`src/rtl/fifo_sched_if.sv`:
```
// Handshake bundle between fifo_sched, its producers/consumer and the 4x1 fifo.
// The scheduler connects through the slave modport; the environment uses the master modport.
interface fifo_sched_if #(
    parameter int CNT_W = 3
);
    logic             push_req_a;
    logic             din_a;
    logic             push_req_b;
    logic             din_b;
    logic             push_gnt_a;
    logic             push_gnt_b;
    logic             pop_req;
    logic             pop_gnt;
    logic             dout_valid;
    logic             dout;
    logic             flush_req;
    logic [CNT_W-1:0] count;
    logic             full;
    logic             empty;
    logic             busy;
    logic             fifo_push;
    logic             fifo_pop;
    logic             fifo_clear;
    logic             fifo_i;
    logic             fifo_p;

    modport master (
        output push_req_a, din_a, push_req_b, din_b, pop_req, flush_req, fifo_p,
        input  push_gnt_a, push_gnt_b, pop_gnt, dout_valid, dout, count,
               full, empty, busy, fifo_push, fifo_pop, fifo_clear, fifo_i
    );

    modport slave (
        input  push_req_a, din_a, push_req_b, din_b, pop_req, flush_req, fifo_p,
        output push_gnt_a, push_gnt_b, pop_gnt, dout_valid, dout, count,
               full, empty, busy, fifo_push, fifo_pop, fifo_clear, fifo_i
    );
endinterface

```
`src/rtl/fifo_sched.sv`:
```
// Occupancy tracker, round-robin push arbiter and clear/flush sequencer for
// the flagless, resetless 4-entry 1-bit fifo.
module fifo_sched #(
    parameter int DEPTH = 4,
    parameter int CNT_W = 3
) (
    input logic         clk,
    input logic         reset,
    fifo_sched_if.slave bus
);

    typedef enum logic [1:0] {
        INIT  = 2'd0,
        RUN   = 2'd1,
        FLUSH = 2'd2
    } state_e;

    state_e           state_q, state_d;
    logic [CNT_W-1:0] count_q, count_d;
    logic             rrIsB_q, rrIsB_d;
    logic             doutValid_q;

    logic gntA, gntB, popGnt, clearFifo;
    logic isFull, isEmpty;

    assign isFull  = (count_q == CNT_W'(DEPTH));
    assign isEmpty = (count_q == '0);

    always_comb begin
        state_d   = state_q;
        count_d   = count_q;
        rrIsB_d   = rrIsB_q;
        gntA      = 1'b0;
        gntB      = 1'b0;
        popGnt    = 1'b0;
        clearFifo = 1'b0;

        unique case (state_q)
            INIT: begin
                clearFifo = 1'b1;
                count_d   = '0;
                state_d   = RUN;
            end
            RUN: begin
                if (bus.flush_req) begin
                    state_d = FLUSH;
                end else begin
                    // The fifo pops before it pushes, so a granted pop frees a slot for a push when full.
                    popGnt = bus.pop_req & ~isEmpty;
                    if (~isFull | popGnt) begin
                        if (bus.push_req_a && (!bus.push_req_b || rrIsB_q)) begin
                            gntA = 1'b1;
                        end else if (bus.push_req_b) begin
                            gntB = 1'b1;
                        end
                    end
                    if (gntA) begin
                        rrIsB_d = 1'b0;
                    end else if (gntB) begin
                        rrIsB_d = 1'b1;
                    end
                    count_d = count_q + CNT_W'(gntA | gntB) - CNT_W'(popGnt);
                end
            end
            FLUSH: begin
                clearFifo = 1'b1;
                count_d   = '0;
                if (!bus.flush_req) begin
                    state_d = RUN;
                end
            end
            default: begin
                state_d = INIT;
            end
        endcase

        // Reset kills grants immediately and keeps the fifo clearing while it is held.
        if (reset) begin
            gntA      = 1'b0;
            gntB      = 1'b0;
            popGnt    = 1'b0;
            clearFifo = 1'b1;
        end
    end

    always_ff @(posedge clk) begin
        if (reset) begin
            state_q     <= INIT;
            count_q     <= '0;
            rrIsB_q     <= 1'b1;
            doutValid_q <= 1'b0;
        end else begin
            state_q     <= state_d;
            count_q     <= count_d;
            rrIsB_q     <= rrIsB_d;
            doutValid_q <= popGnt;
        end
    end

    assign bus.push_gnt_a = gntA;
    assign bus.push_gnt_b = gntB;
    assign bus.pop_gnt    = popGnt;
    assign bus.dout_valid = doutValid_q;
    assign bus.dout       = bus.fifo_p;
    assign bus.count      = count_q;
    assign bus.full       = isFull;
    assign bus.empty      = isEmpty;
    assign bus.busy       = (state_q != RUN);
    assign bus.fifo_push  = gntA | gntB;
    assign bus.fifo_pop   = popGnt;
    assign bus.fifo_clear = clearFifo;
    assign bus.fifo_i     = gntA ? bus.din_a : (gntB ? bus.din_b : 1'b0);

endmodule

```
`src/flat_wrapper.sv`:
```
// flat-port wrapper written by rule: the top's interface ports become plain ports
module fifo_sched_flat 
#(
    parameter int DEPTH = 4,
    parameter int CNT_W = 3
)
  (clk, reset, bus_push_req_a, bus_din_a, bus_push_req_b, bus_din_b, bus_pop_req, bus_flush_req, bus_fifo_p, bus_push_gnt_a, bus_push_gnt_b, bus_pop_gnt, bus_dout_valid, bus_dout, bus_count, bus_full, bus_empty, bus_busy, bus_fifo_push, bus_fifo_pop, bus_fifo_clear, bus_fifo_i);
  fifo_sched_if #(.CNT_W(CNT_W)) bus_i ();
  input logic clk;
  input logic reset;
  input wire logic [$bits(bus_i.push_req_a)-1:0] bus_push_req_a;
  input wire logic [$bits(bus_i.din_a)-1:0] bus_din_a;
  input wire logic [$bits(bus_i.push_req_b)-1:0] bus_push_req_b;
  input wire logic [$bits(bus_i.din_b)-1:0] bus_din_b;
  input wire logic [$bits(bus_i.pop_req)-1:0] bus_pop_req;
  input wire logic [$bits(bus_i.flush_req)-1:0] bus_flush_req;
  input wire logic [$bits(bus_i.fifo_p)-1:0] bus_fifo_p;
  output wire logic [$bits(bus_i.push_gnt_a)-1:0] bus_push_gnt_a;
  output wire logic [$bits(bus_i.push_gnt_b)-1:0] bus_push_gnt_b;
  output wire logic [$bits(bus_i.pop_gnt)-1:0] bus_pop_gnt;
  output wire logic [$bits(bus_i.dout_valid)-1:0] bus_dout_valid;
  output wire logic [$bits(bus_i.dout)-1:0] bus_dout;
  output wire logic [$bits(bus_i.count)-1:0] bus_count;
  output wire logic [$bits(bus_i.full)-1:0] bus_full;
  output wire logic [$bits(bus_i.empty)-1:0] bus_empty;
  output wire logic [$bits(bus_i.busy)-1:0] bus_busy;
  output wire logic [$bits(bus_i.fifo_push)-1:0] bus_fifo_push;
  output wire logic [$bits(bus_i.fifo_pop)-1:0] bus_fifo_pop;
  output wire logic [$bits(bus_i.fifo_clear)-1:0] bus_fifo_clear;
  output wire logic [$bits(bus_i.fifo_i)-1:0] bus_fifo_i;
  assign bus_i.push_req_a = bus_push_req_a;
  assign bus_i.din_a = bus_din_a;
  assign bus_i.push_req_b = bus_push_req_b;
  assign bus_i.din_b = bus_din_b;
  assign bus_i.pop_req = bus_pop_req;
  assign bus_i.flush_req = bus_flush_req;
  assign bus_i.fifo_p = bus_fifo_p;
  assign bus_push_gnt_a = bus_i.push_gnt_a;
  assign bus_push_gnt_b = bus_i.push_gnt_b;
  assign bus_pop_gnt = bus_i.pop_gnt;
  assign bus_dout_valid = bus_i.dout_valid;
  assign bus_dout = bus_i.dout;
  assign bus_count = bus_i.count;
  assign bus_full = bus_i.full;
  assign bus_empty = bus_i.empty;
  assign bus_busy = bus_i.busy;
  assign bus_fifo_push = bus_i.fifo_push;
  assign bus_fifo_pop = bus_i.fifo_pop;
  assign bus_fifo_clear = bus_i.fifo_clear;
  assign bus_fifo_i = bus_i.fifo_i;
  fifo_sched #(.DEPTH(DEPTH), .CNT_W(CNT_W)) u_core (.clk(clk), .reset(reset), .bus(bus_i));
endmodule
```
`config.mk`:
```
export PLATFORM = sky130hd
export DESIGN_NAME = fifo_sched_flat
export DESIGN_NICKNAME = d
export VERILOG_FILES = /design/src/rtl/fifo_sched_if.sv /design/src/rtl/fifo_sched.sv /design/src/flat_wrapper.sv
export SDC_FILE = /design/constraint.sdc
export NUM_CORES = 1
export LEC_CHECK = 0
export ABC_AREA = 1
export CORE_MARGIN = 4
export CORE_UTILIZATION = 35
export DETAILED_ROUTE_END_ITERATION = 6
export HOLD_SLACK_MARGIN = 0.03
export PLACE_DENSITY = 0.76
export RECOVER_POWER = 50
export SLEW_MARGIN = 20
export SYNTH_ARGS = -nofsm -noshare
export SYNTH_HDL_FRONTEND = slang
export SYNTH_SLANG_ARGS = --single-unit
```
`constraint.sdc`:
```
create_clock -name clk -period 2 [get_ports clk]
set_input_delay 0.5 -clock clk [delete_from_list [all_inputs] [get_ports clk]]
set_output_delay 0.5 -clock clk [all_outputs]
set_load 0.01 [all_outputs]
```
======== Word-level counts from Yosys, hierarchy flattened ========
Index checks and enable logic that the tools add are counted.
word-level totals
  output and inout bits ................... 15
  logic and storage cells ................. 60
  bits of input ports ..................... 9
  register bits ........................... 7
operators by class
  add/subtract/negate cells ............... 2
  reductions and logical operators ........ 11
  mux-type cells .......................... 29
  bitwise gates (word level) .............. 7
  eq/ne operators ......................... 7
operator list
  operator                                                                 count
  1-bit 2-to-1 mux                                                         24
  2-bit inequality test, second input constant                             3
  2-bit case mux with 3 select lines                                       1
  3-bit case mux with 2 select lines                                       1
  2-bit 2-to-1 mux                                                         2
  2-bit AND reduction                                                      2
  2-bit nonzero test                                                       2
  3-bit adder                                                              1
  3-bit == test, second input constant                                     1
  3-bit zero test                                                          1
  3-bit 2-to-1 mux                                                         1
  1-bit inverter                                                           3
  1-bit OR                                                                 3
  3-bit AND reduction                                                      1
  3-bit by 1-bit subtractor with 3-bit output                              1
  2-bit by 1-bit == test with 1-bit output, second input constant          1
  2-bit == test, second input constant                                     1
  2-bit zero test                                                          1
  2-bit by 1-bit inequality test with 1-bit output, second input constant  1
  2-bit OR reduction                                                       1
  1-bit AND                                                                1
  1-bit logical AND                                                        1
  1-bit zero test                                                          1
  1-bit logical OR                                                         1

======== Logic depth before layout (Yosys ltp) ========
Gate-level depths: netlist of the first run.
  depth after elaboration ................. 12
  depth in mapped cells ................... 11
  mapped depth without buffers ............ 11

======== Worst setup path before layout of the first run ========
Ideal clock, no wire load.
  path kind ............................... reg2reg
  start point ............................. register u_core.count_q[1], in the netlist u_core.bus.count[1]
  end point ............................... register u_core.count_q[2], in the netlist u_core.bus.count[2]
  path buffers ............................ 0
  data arrival time ....................... 1,913 ps
  clock period less this slack ............ 2,033 ps
  library setup time ...................... 120 ps
  stages on the path, launching flop included .. 12
  path slack .............................. -33 ps
  required time ........................... 1,880 ps
  path through ............................ dfxtp_1 > inv_1 > nand2_1 > nor2_1 > nor2_1 > ha_1 > inv_1 > ha_1 > inv_1 > fa_1 > xor2_1 > a21oi_1
on the way
  cells in the longest elaborated chain, start to end .. 12
  elaborated cells between the ends (all ways) .. 17
  those cells by class .................... add/sub: 2; eq/ne: 1; mux: 8; bitwise: 5; reduce/logical: 1
RTL lines
  element                                        RTL line            source
  start, declared                                fifo_sched.sv:19    logic [CNT_W-1:0] count_q, count_d;
  start signal, assigned                         fifo_sched.sv:94    count_q <= count_d;
  3-bit zero test *                              fifo_sched.sv:27    assign isEmpty = (count_q == '0);
  via bus_empty                                  flat_wrapper.sv:25  output wire logic [$bits(bus_i.empty)-1:0] bus_empty;
  1-bit inverter *                               fifo_sched.sv:49    popGnt = bus.pop_req & ~isEmpty;
  1-bit AND *                                    fifo_sched.sv:49
  1-bit OR                                       fifo_sched.sv:50    if (~isFull | popGnt) begin
  1-bit 2-to-1 mux                               fifo_sched.sv:50
  1-bit 2-to-1 mux                               fifo_sched.sv:45    if (bus.flush_req) begin
  1-bit 2-to-1 mux                               fifo_sched.sv:38    unique case (state_q)
  1-bit OR                                       fifo_sched.sv:62    count_d = count_q + CNT_W'(gntA | gntB) - CNT_W'(popGnt);
  3-bit adder                                    fifo_sched.sv:62
  3-bit by 1-bit subtractor with 3-bit output *  fifo_sched.sv:62
  3-bit 2-to-1 mux *                             fifo_sched.sv:45
  3-bit case mux with 2 select lines *           fifo_sched.sv:38
Mark *: on every way through the listed nets, which the timed path passes. The rest lies on a longest branch. The select of a mux whose other input is x is not followed.
A chain may end at the register's enable or synchronous reset.

======== Worst setup path after layout of the first run ========
  start point ............................. register u_core.count_q[1], in the netlist u_core.bus.count[1]
  end point ............................... register u_core.count_q[1], in the netlist u_core.bus.count[1]
on the way
  cells in the longest elaborated chain, start to end .. 12
  elaborated cells between the ends (all ways) .. 17
  those cells by class .................... add/sub: 2; eq/ne: 1; mux: 8; bitwise: 5; reduce/logical: 1
RTL lines
  element                                        RTL line
  3-bit zero test                                fifo_sched.sv:27
  1-bit inverter                                 fifo_sched.sv:49
  1-bit AND                                      fifo_sched.sv:49
  1-bit OR                                       fifo_sched.sv:50
  1-bit 2-to-1 mux                               fifo_sched.sv:50
  1-bit 2-to-1 mux                               fifo_sched.sv:45
  1-bit 2-to-1 mux                               fifo_sched.sv:38
  1-bit OR                                       fifo_sched.sv:62
  3-bit adder                                    fifo_sched.sv:62
  3-bit by 1-bit subtractor with 3-bit output *  fifo_sched.sv:62
  3-bit 2-to-1 mux *                             fifo_sched.sv:45
  3-bit case mux with 2 select lines *           fifo_sched.sv:38
Mark *: on every way between the ends. The rest lies on a longest branch, timed or not. The select of a mux whose other input is x is not followed.

==> impl_metrics.py, run 1 <==
metrics = {
    "routing": {
        "ant_nets": 0,
        "routed_wl_um": 1270,
        "vias_per_cell": 4.62,
        "wl_per_cell_um": 10.8,
        "drc_errors": 0,
        "dr.first_iter.drc_count": 3,
        "vias": 545,
        "drt_first_pass_iters": 4,
    },
    "logic_synthesis": {
        "synthesis.area_um2": 509,
        "synth_nets": 80,
        "synth_warnings": 0,
        "ys_seq_area_share_pct": 27.5,
        "yosysUniqueCellTypes": 23,
        "synth.avg_cell_area_um2": 7.49,
        "synthCells": 68,
        "ys_ff_latch": 7,
    },
    "layout": {
        "multiInputGateArea_um2": 352,
        "n_fill_cell": 122,
        "stdcell_area_um2": 855,
        "ff_latch_area_um2": 143,
        "layoutNonFillerInstCount": 118,
        "diodes": 0,
        "final_nets": 116,
        "area_growth_pct": 67.8,
        "drive_gt1_share_pct": 40.8,
    },
    "cts": {
        "clock_latency_ps": 260,
        "cts_root_buffer": "clkbuf_4",
        "clockBufferDepth": 2,
        "clkSinkCount": 7,
        "numCtsBuffers": 3,
        "cts.clk_slew.worst_paths_ps": 60,
        "htreeDepth": 1,
        "cts_hold_buffers": 0,
        "tritoncts": "done",
    },
    "sta": {
        "layout_setup_ws_ps": 70.7,
        "fin_crit_ps": 1930,
        "final.setup.tns_ps": 0,
        "hold_viol": 0,
        "drv_slew": 0,
        "fmax_mhz": 518,
        "max-slew-margin-rel_pct": 85.4,
        "worst_slew_pin_slew_ps": 219,
        "finalSetupViolCount": 0,
        "fin_skew_ps": 2.26,
        "final.period_utilization_pct": 96.5,
        "rsz0062_at_grt": "true",
    },
    "grt": {
        "grt_pass1_wl_um": 2130,
        "grt_max_degree": 6,
        "grt_use_total_pct": 14.2,
        "grt_pass1_vias": 473,
        "overflow": 0,
        "antenna_found_initial": 0,
    },
    "place": {
        "dp_slack_ps": -601,
        "dpl-instance-area_um2": 816,
        "dp.cells": 114,
        "place.gp.congestion": 0.756,
        "dpl.hpwl_um": 1070,
        "port_buffers": 21,
    },
    "floorplanning": {
        "dieArea_um2": 2130,
        "num_rows": 13,
        "initial_core_util_pct": 38.2,
        "die_w_um": 46.1,
        "core_um2": 1330,
        "ios": 24,
        "fp.dieH_um": 46.1,
    },
    "critical_path": {
        "crit_path_max_fanout": 5,
        "arrival_ps": 2120,
        "end_kind": "flop",
        "worst_path_max_delay_cell": "fa_2",
        "slowest_delay_ps": 420,
        "cp_cell_sequence": "inv_1, nand2_1, nor2_4, nor2_4, ha_4, inv_1, ha_1, inv_1, fa_2, o21bai_1",
        "start_kind": "flop",
        "path_class": "flop to flop",
        "cp_data_required_time_ps": 2190,
        "crit_path_frequent_cell": "inv_1",
    },
    "power_and_ir_drop": {
        "vdd_ir_drop_max_v": 0.000287,
        "p_leak_nw": 0.429,
        "powerDensity_nw_per_um2": 543,
    },
    "run_status": {
        "status": "completed",
    },
    "run": {
        "cap_violations": 0,
    },
    "min_path": {
        "hp-class": "flop to flop",
    },
}
==> report_power, final <==
| group | switching (mW) | total (mW) | internal [mW] | leakage (nW) |
|---|---|---|---|---|
| Combinational | 0.0858 | 0.165 | 0.0794 | 0.356 |
| Clock | 0.0628 | 0.140 | 0.0768 | 0.0150 |
| Sequential | 0.00973 | 0.159 | 0.150 | 0.0582 |
==> cell usage after synthesis <==
cell,count,area [um^2]
o211ai_1,1,7.51
a211oi_1,1,7.51
nor3_1,4,20.0
o31ai_1,1,7.51
dfxtp_1,7,140
a21boi_1,1,7.51
o22ai_1,1,6.26
a21oi_1,1,5.00
inv_1,11,41.3
nand2_2,4,25.0
buf_4,2,15.0
nor2_4,2,22.5
clkinv_2,1,5.00
nand3_1,3,15.0
o21ai_2,1,8.76
nor2_1,4,15.0
nand2_1,15,56.3
fa_1,1,20.0
o21bai_1,1,7.51
nand2_4,2,22.5
nor2_8,1,20.0
xor2_1,1,8.76
ha_1,2,25.0
==> path summary, 6_finish.rpt <==
check,start,end,slack [ps],cells after the start
worst max-delay path,u_core.bus.count[1],u_core.bus.count[1],70,10
worst min-delay path,u_core.rrIsB_q,u_core.rrIsB_q,450,2
worst max register to register,u_core.bus.count[1],u_core.bus.count[1],70,10
worst min register to register,u_core.rrIsB_q,u_core.rrIsB_q,450,2
==> logic make-up after synthesis <==
group                    synth area share, %
flip-flops                              27.5
AND/OR/NAND/NOR                         38.6
adder cells (fa/ha/maj)                 8.84
AO/OA/AOI/OAI                           11.3
buffers and inverters                   12.0
XOR/XNOR                                1.72
==> metal layers <==
| layer | GRT usage, % | wire length, um |
|---|---|---|
| met5 | 0 | 0 |
| met4 | 5.11 | 15 |
| met3 | 5.86 | 102 |
| met2 | 22.5 | 643 |
| met1 | 17.1 | 513 |
==> cell usage in the layout (no fill, tap or decap), drive strengths merged, types with 2 or more instances in the layout <==
cell type	synthesis	layout
dlygate4sd2	0	6
dlygate4sd3	0	2
clkdlybuf4s50	0	5
nand2	21	21
ha	2	2
clkbuf	0	5
nor3	4	4
nand3	3	3
inv	11	11
buf	2	17
nor2	7	7
dfxtp	7	7
==> sequential cells by signal, indices dropped and copies added, names as in the netlist <==
| name | cells |
|---|---|
| u_core.rrIsB_q | 1 |
| u_core.bus.dout_valid | 1 |
| u_core.state_q | 2 |
| u_core.bus.count | 3 |
==> metrics by stage <==
step / total power [mW] / utilization [%] / hold WS [ps]
2_1_floorplan: 0.246 / - / 418
3_3_place_gp: 0.321 / 61.2 / 433
3_5_place_dp: 0.326 / 61.2 / 438
4_1_cts: 0.471 / 63.7 / 449
5_1_grt: 0.499 / 64.1 / 478
6_report: 0.464 / 64.1 / 446
==> critical path: cells and delay by family, from the launching register on <==
family,cells,cell delay (ps)
AOI/OAI and AO/OA,1,150
adders and majority gates,3,850
buffers and inverters,3,180
DFF,1,340
and+or+nand+nor,3,330
==> repair_timing <==
| item | CTS | global route |
|---|---|---|
| buffers inserted | 0 | 0 |
| hold endpoints to repair | 0 | 0 |
| setup endpoints to repair | 10 | 6 |
| gates resized for setup | 42 | 3 |
| pin swaps | 8 | 0 |
==> layout make-up <==
| class | count | area share (%) |
|---|---|---|
| multi-input combinational | 47 | 41.1 |
| timing repair buffer | 33 | 31.5 |
| sequential | 7 | 16.7 |
| inverter | 12 | 5.42 |
| clock buffer | 4 | 3.07 |
| tap | 15 | 2.20 |
No activity file was read; power rests on OpenSTA's default activity.
==> inputs of run 2 (changes only) <==
GPL_TIMING_DRIVEN = 0   (was not set)
==> run 2 against run 1 <==
Net effect:
- sequential share of layout area increased by 0.33 points
- sequential power about the same
- wire length is 14% higher
- cell area grew 2.3%
- non-clock buffer count decreased by 1
- fmax down 0.29%
- first-iteration DRC count did not move
- critical path type is now flop to output pin
- largest cell class unchanged
- largest power group unchanged
- highest routed layer unchanged
==> impl_metrics.py, run 2 (synthesized netlist as in run 1, its figures left out) <==
metrics = {
    "floorplanning": {
        "die_w_um": 46.1,
        "initial_core_util_pct": 38.2,
        "ios": 24,
        "num_rows": 13,
        "fp.dieH_um": 46.1,
        "core_um2": 1330,
        "dieArea_um2": 2130,
    },
    "sta": {
        "fin_skew_ps": 7.02,
        "drv_slew": 0,
        "fmax_mhz": 517,
        "max-slew-margin-rel_pct": 82.7,
        "hold_viol": 0,
        "finalSetupViolCount": 0,
        "rsz0062_at_grt": "true",
        "fin_crit_ps": 1940,
        "worst_slew_pin_slew_ps": 260,
        "final.period_utilization_pct": 96.8,
        "layout_setup_ws_ps": 65.0,
    },
    "cts": {
        "clkSinkCount": 7,
        "clock_latency_ps": 260,
        "tritoncts": "done",
        "clockBufferDepth": 2,
        "cts.clk_slew.worst_paths_ps": 50,
        "cts_hold_buffers": 0,
        "htreeDepth": 1,
        "numCtsBuffers": 3,
        "cts_root_buffer": "clkbuf_4",
    },
    "power_and_ir_drop": {
        "powerDensity_nw_per_um2": 529,
        "power.total_mw": 0.462,
        "p_leak_nw": 0.421,
        "comb_power_share_pct": 37.4,
        "seq_power_share_pct": 34.7,
        "swShare_pct": 33.9,
        "p_clk_share_pct": 27.9,
        "vdd_ir_drop_max_v": 0.000616,
        "p_int_mw": 0.305,
        "p_sw_mw": 0.157,
    },
    "critical_path": {
        "slowest_delay_ps": 460,
        "path_class": "flop to output pin",
        "end_kind": "output pin",
        "r2r_cells": 10,
        "worst_path_max_delay_cell": "dfxtp_1",
        "crit_path_max_fanout": 5,
        "start_kind": "flop",
        "cp_cell_sequence": "nor2_1, nand3_2, nand2_2, nor2_4, nand3_1, nand2_2, buf_6",
        "arrival_ps": 1440,
        "crit_path_frequent_cell": "nand2_2",
        "path_buf_inv": 1,
        "cp_data_required_time_ps": 1500,
        "path_depth": 7,
        "crit_family": "simple AND/OR/NAND/NOR gates",
    },
    "layout": {
        "final_nets": 115,
        "n_fill_cell": 123,
        "area_growth_pct": 71.7,
        "mostFrequentLayoutCell": "nand2_1",
        "layoutNonFillerInstCount": 117,
        "final_cell_mix": "nand2_1, buf_4, inv_1",
        "drive_gt1_share_pct": 41.2,
        "diodes": 0,
        "largest_reg_flops": 3,
    },
    "routing": {
        "routed_wl_um": 1460,
        "vias_per_cell": 4.80,
        "vias": 562,
        "dr.first_iter.drc_count": 3,
        "drc_errors": 0,
        "drt_first_pass_iters": 3,
        "ant_nets": 0,
        "wl_per_cell_um": 12.5,
    },
    "place": {
        "dp.cells": 105,
        "place.gp.congestion": 0.710,
        "dp_slack_ps": -723,
        "dpl.hpwl_um": 999,
        "port_buffers": 22,
    },
    "grt": {
        "grt_use_total_pct": 14.4,
        "antenna_found_initial": 0,
        "grt_pass1_vias": 509,
        "grt_max_degree": 7,
        "overflow": 0,
        "grt_pass1_wl_um": 2090,
    },
    "min_path": {
        "hold_path_depth": 2,
        "hp-class": "flop to flop",
    },
    "run_status": {
        "status": "completed",
    },
    "run": {
        "cap_violations": 0,
    },
}
## run 2: worst paths after layout
check | from | to | slack, ps
worst max-delay path | u_core.bus.count[0] | bus_fifo_i | 60
worst max register to register | u_core.bus.count[1] | u_core.bus.count[1] | 110
worst min register to register | u_core.rrIsB_q | u_core.rrIsB_q | 450
worst min-delay path | u_core.rrIsB_q | u_core.rrIsB_q | 450
## run 2: power by group through the flow
stage	Combinational (mW)	Sequential, mW	Clock (mW)
after floorplan	0.0840	0.162	0
after global placement	0.145	0.161	0
after detailed placement	0.148	0.162	0
after CTS	0.161	0.161	0.133
after global routing	0.188	0.161	0.146
final	0.173	0.160	0.129
## run 2: layer usage
| metal | vias up | wire, um | part of all wire [%] | global-route usage [%] |
|---|---|---|---|---|
| met5 | - | 0 | 0 | 0 |
| met4 | 0 | 42 | 2.9 | 9.66 |
| met3 | 4 | 120 | 8.2 | 5.86 |
| met2 | 19 | 735 | 50 | 24.2 |
| met1 | 253 | 560 | 38 | 14.5 |
| li1 | 286 | - | - | - |
## run 2: layout make-up
| type | instances | area, um^2 | share of cell area (%) |
|---|---|---|---|
| multi-input cells | 47 | 359 | 41.1 |
| clock buffers | 4 | 26.3 | 3.00 |
| flip-flops and latches | 7 | 149 | 17.0 |
| inverters | 12 | 48.8 | 5.58 |
| plain buffers | 2 | 15.0 | 1.72 |
| well taps | 15 | 18.8 | 2.15 |
| repair buffers | 30 | 258 | 29.5 |
## run 2: metrics by stage
step	hold WS (ps)	TNS [ps]	cell area [um^2]	util, %
floorplan	418	0	512	-
global placement	451	-4640	751	56.3
detailed placement	438	-4780	751	56.3
CTS	449	-16.1	832	62.4
global route	496	-52.5	875	65.6
finish	454	0	875	65.6
## run 2: worst register-to-register path, delay by kind of cell (launching register included)
| family | cells | cell delay (ps) |
|---|---|---|
| AO/OA/AOI/OAI | 1 | 70 |
| adder cells (fa/ha/maj) | 3 | 910 |
| buffers and inverters | 3 | 180 |
| flip-flops | 1 | 360 |
| AND/OR/NAND/NOR | 3 | 250 |
## run 2: repair_timing
item                       in CTS  in global routing
pin swaps                      10                  3
gates resized for setup        37                 12
setup buffers                   5                  3
cloned                          0                  0
setup endpoints to repair      10                  5
==> inputs of run 3 (changes only) <==
CORE_AREA = 4 4 41 43   (was not set)
CORE_MARGIN = not set   (was 4)
CORE_UTILIZATION = not set   (was 35)
DIE_AREA = 0 0 45 47   (was not set)
clock period = 2.4 ns   (was 2 ns; I/O delays follow)
==> run 3 against run 2 <==
Net effect:
- critical path type is now input pin to output pin
- global-route usage fell by 1.2 points
- critical path depth fell by 1
- clock skew fell by 5.5 ps
- total power fell by 21%
- first-iteration DRC count rose by 33%
- setup slack improved by 34 ps
- core utilization fell by 5.7 points
- non-clock buffer count fell by 6
==> impl_metrics.py, run 3 (synthesized netlist as in run 1, its figures left out) <==
metrics = {
    "routing": {
        "routed_wl_um": 1200,
        "drt_first_pass_iters": 4,
        "vias_per_cell": 4.74,
        "ant_nets": 0,
        "wl_per_cell_um": 10.8,
        "vias": 526,
        "dr.first_iter.drc_count": 4,
        "drc_errors": 0,
    },
    "sta": {
        "drv_slew": 0,
        "final.period_utilization_pct": 95.9,
        "hold_viol": 0,
        "finalSetupViolCount": 0,
        "fin_skew_ps": 1.56,
        "worst_slew_pin_slew_ps": 267,
        "max-slew-margin-rel_pct": 82.1,
        "layout_setup_ws_ps": 98.9,
        "fin_crit_ps": 2300,
        "rsz0062_at_grt": "false",
        "fmax_mhz": 435,
    },
    "layout": {
        "diodes": 0,
        "stdcell_area_um2": 779,
        "layoutNonFillerInstCount": 111,
        "area_growth_pct": 53.1,
        "post-route-util_pct": 59.9,
        "mostFrequentLayoutCell": "nand2_1",
        "final_cell_mix": "nand2_1, inv_1, dlygate4sd2_1, dfxtp_1",
        "largest_reg_flops": 3,
        "final_nets": 109,
        "drive_gt1_share_pct": 26.0,
    },
    "power_and_ir_drop": {
        "p_sw_mw": 0.121,
        "vdd_ir_drop_max_v": 0.000356,
        "seq_power_share_pct": 36.3,
        "swShare_pct": 33.2,
        "p_leak_nw": 0.391,
        "comb_power_share_pct": 33.0,
        "powerDensity_nw_per_um2": 467,
        "p_int_mw": 0.243,
        "p_clk_share_pct": 30.6,
    },
    "grt": {
        "grt_use_total_pct": 13.3,
        "grt_pass1_wl_um": 2070,
        "grt_pass1_vias": 524,
        "antenna_found_initial": 0,
        "grt_max_degree": 8,
        "overflow": 0,
    },
    "critical_path": {
        "cp_data_required_time_ps": 1800,
        "r2r_cells": 11,
        "crit_path_max_fanout": 7,
        "arrival_ps": 1700,
        "r2r_slack_ps": 340,
        "path_class": "input pin to output pin",
        "start_kind": "input pin",
        "reg2reg_to": "u_core.bus.count[2]",
        "r2r_start": "u_core.bus.count[1]",
        "end_kind": "output pin",
    },
    "floorplanning": {
        "num_rows": 13,
        "dieArea_um2": 2120,
        "core_um2": 1300,
        "initial_core_util_pct": 39.1,
        "ios": 24,
        "die_w_um": 45,
        "fp.dieH_um": 47,
    },
    "cts": {
        "cts.clk_slew.worst_paths_ps": 50,
        "clock_latency_ps": 250,
        "tritoncts": "done",
        "htreeDepth": 1,
        "cts_hold_buffers": 0,
        "cts_root_buffer": "clkbuf_4",
        "clockBufferDepth": 2,
        "clkSinkCount": 7,
        "numCtsBuffers": 3,
    },
    "run": {
        "cap_violations": 0,
    },
    "place": {
        "place.gp.congestion": 0.668,
        "dpl-instance-area_um2": 748,
        "dpl.hpwl_um": 960,
        "dp_slack_ps": -540,
        "port_buffers": 22,
        "dp.cells": 105,
    },
    "min_path": {
        "hold_start": "u_core.rrIsB_q",
        "hold_path_depth": 2,
        "hp-class": "flop to flop",
        "hold_end": "u_core.rrIsB_q",
    },
    "run_status": {
        "status": "completed",
    },
}
==> run 3: cell types whose count changed in the layout (fill, tap and decap cells not counted), moves of 3 or more <==
cell	delta
dlygate4sd3_1	+3
inv_1	+3
dfxtp_1	+3
buf_4	-5
==> run 3: per-layer routing <==
layer / global-route usage [%] / vias up / share of wire, %
met5: 0 / - / 0
met4: 0 / 0 / 0
met3: 6.90 / 0 / 11
met2: 24.3 / 22 / 50
li1: - / 271 / -
met1: 14.5 / 233 / 39
==> run 3: worst max-delay path by stage <==
stage / cells after the start / endpoint / slack [ps] / start
floorplan: 11 / u_core.bus.count[2] / 370 / u_core.bus.count[1]
global placement: 6 / bus_pop_gnt / -520 / bus_flush_req
CTS: 8 / bus_fifo_i / 3 / bus_pop_req
global route: 6 / bus_pop_gnt / 10 / bus_flush_req
finish: 6 / bus_pop_gnt / 100 / bus_flush_req
detailed placement: 6 / bus_pop_gnt / -540 / bus_flush_req
==> run 3: worst max-delay path: stages <==
cell and delay (ps):
dlygate4sd2_1 310, nor2_8 170, nand2_4 110, nor3_2 140, buf_4 120, dlygate4sd2_1 250
==> run 3: repair_timing <==
item,CTS,global route
setup buffers,2,0
gates resized for setup,19,3
pin swaps,3,2
setup endpoints to repair,7,4
==> run 3: stage by stage <==
step	hold slack, ps	TNS [ps]	power, mW
2_1_floorplan	418	0	0.204
3_3_place_gp	436	-2660	0.254
3_5_place_dp	446	-2780	0.256
4_1_cts	457	0	0.369
5_1_grt	479	0	0.392
6_report	458	0	0.364
==> run 3: layout make-up <==
| class | instances | area [um^2] |
|---|---|---|
| Fill cell | 142 | 522 |
| Multi-Input combinational cell | 47 | 322 |
| Timing Repair Buffer | 24 | 211 |
| Sequential cell | 7 | 140 |
| Inverter | 12 | 46.3 |
| Clock buffer | 4 | 26.3 |
| Tap cell | 15 | 18.8 |
| Buffer | 2 | 15.0 |
==> run 3: power groups by stage <==
stage	sequential [mW]	clock (mW)	combinational (mW)
2_1_floorplan	0.135	0	0.0693
3_3_place_gp	0.134	0	0.120
3_5_place_dp	0.134	0	0.122
4_1_cts	0.132	0.114	0.123
5_1_grt	0.134	0.124	0.134
6_report	0.132	0.111	0.120
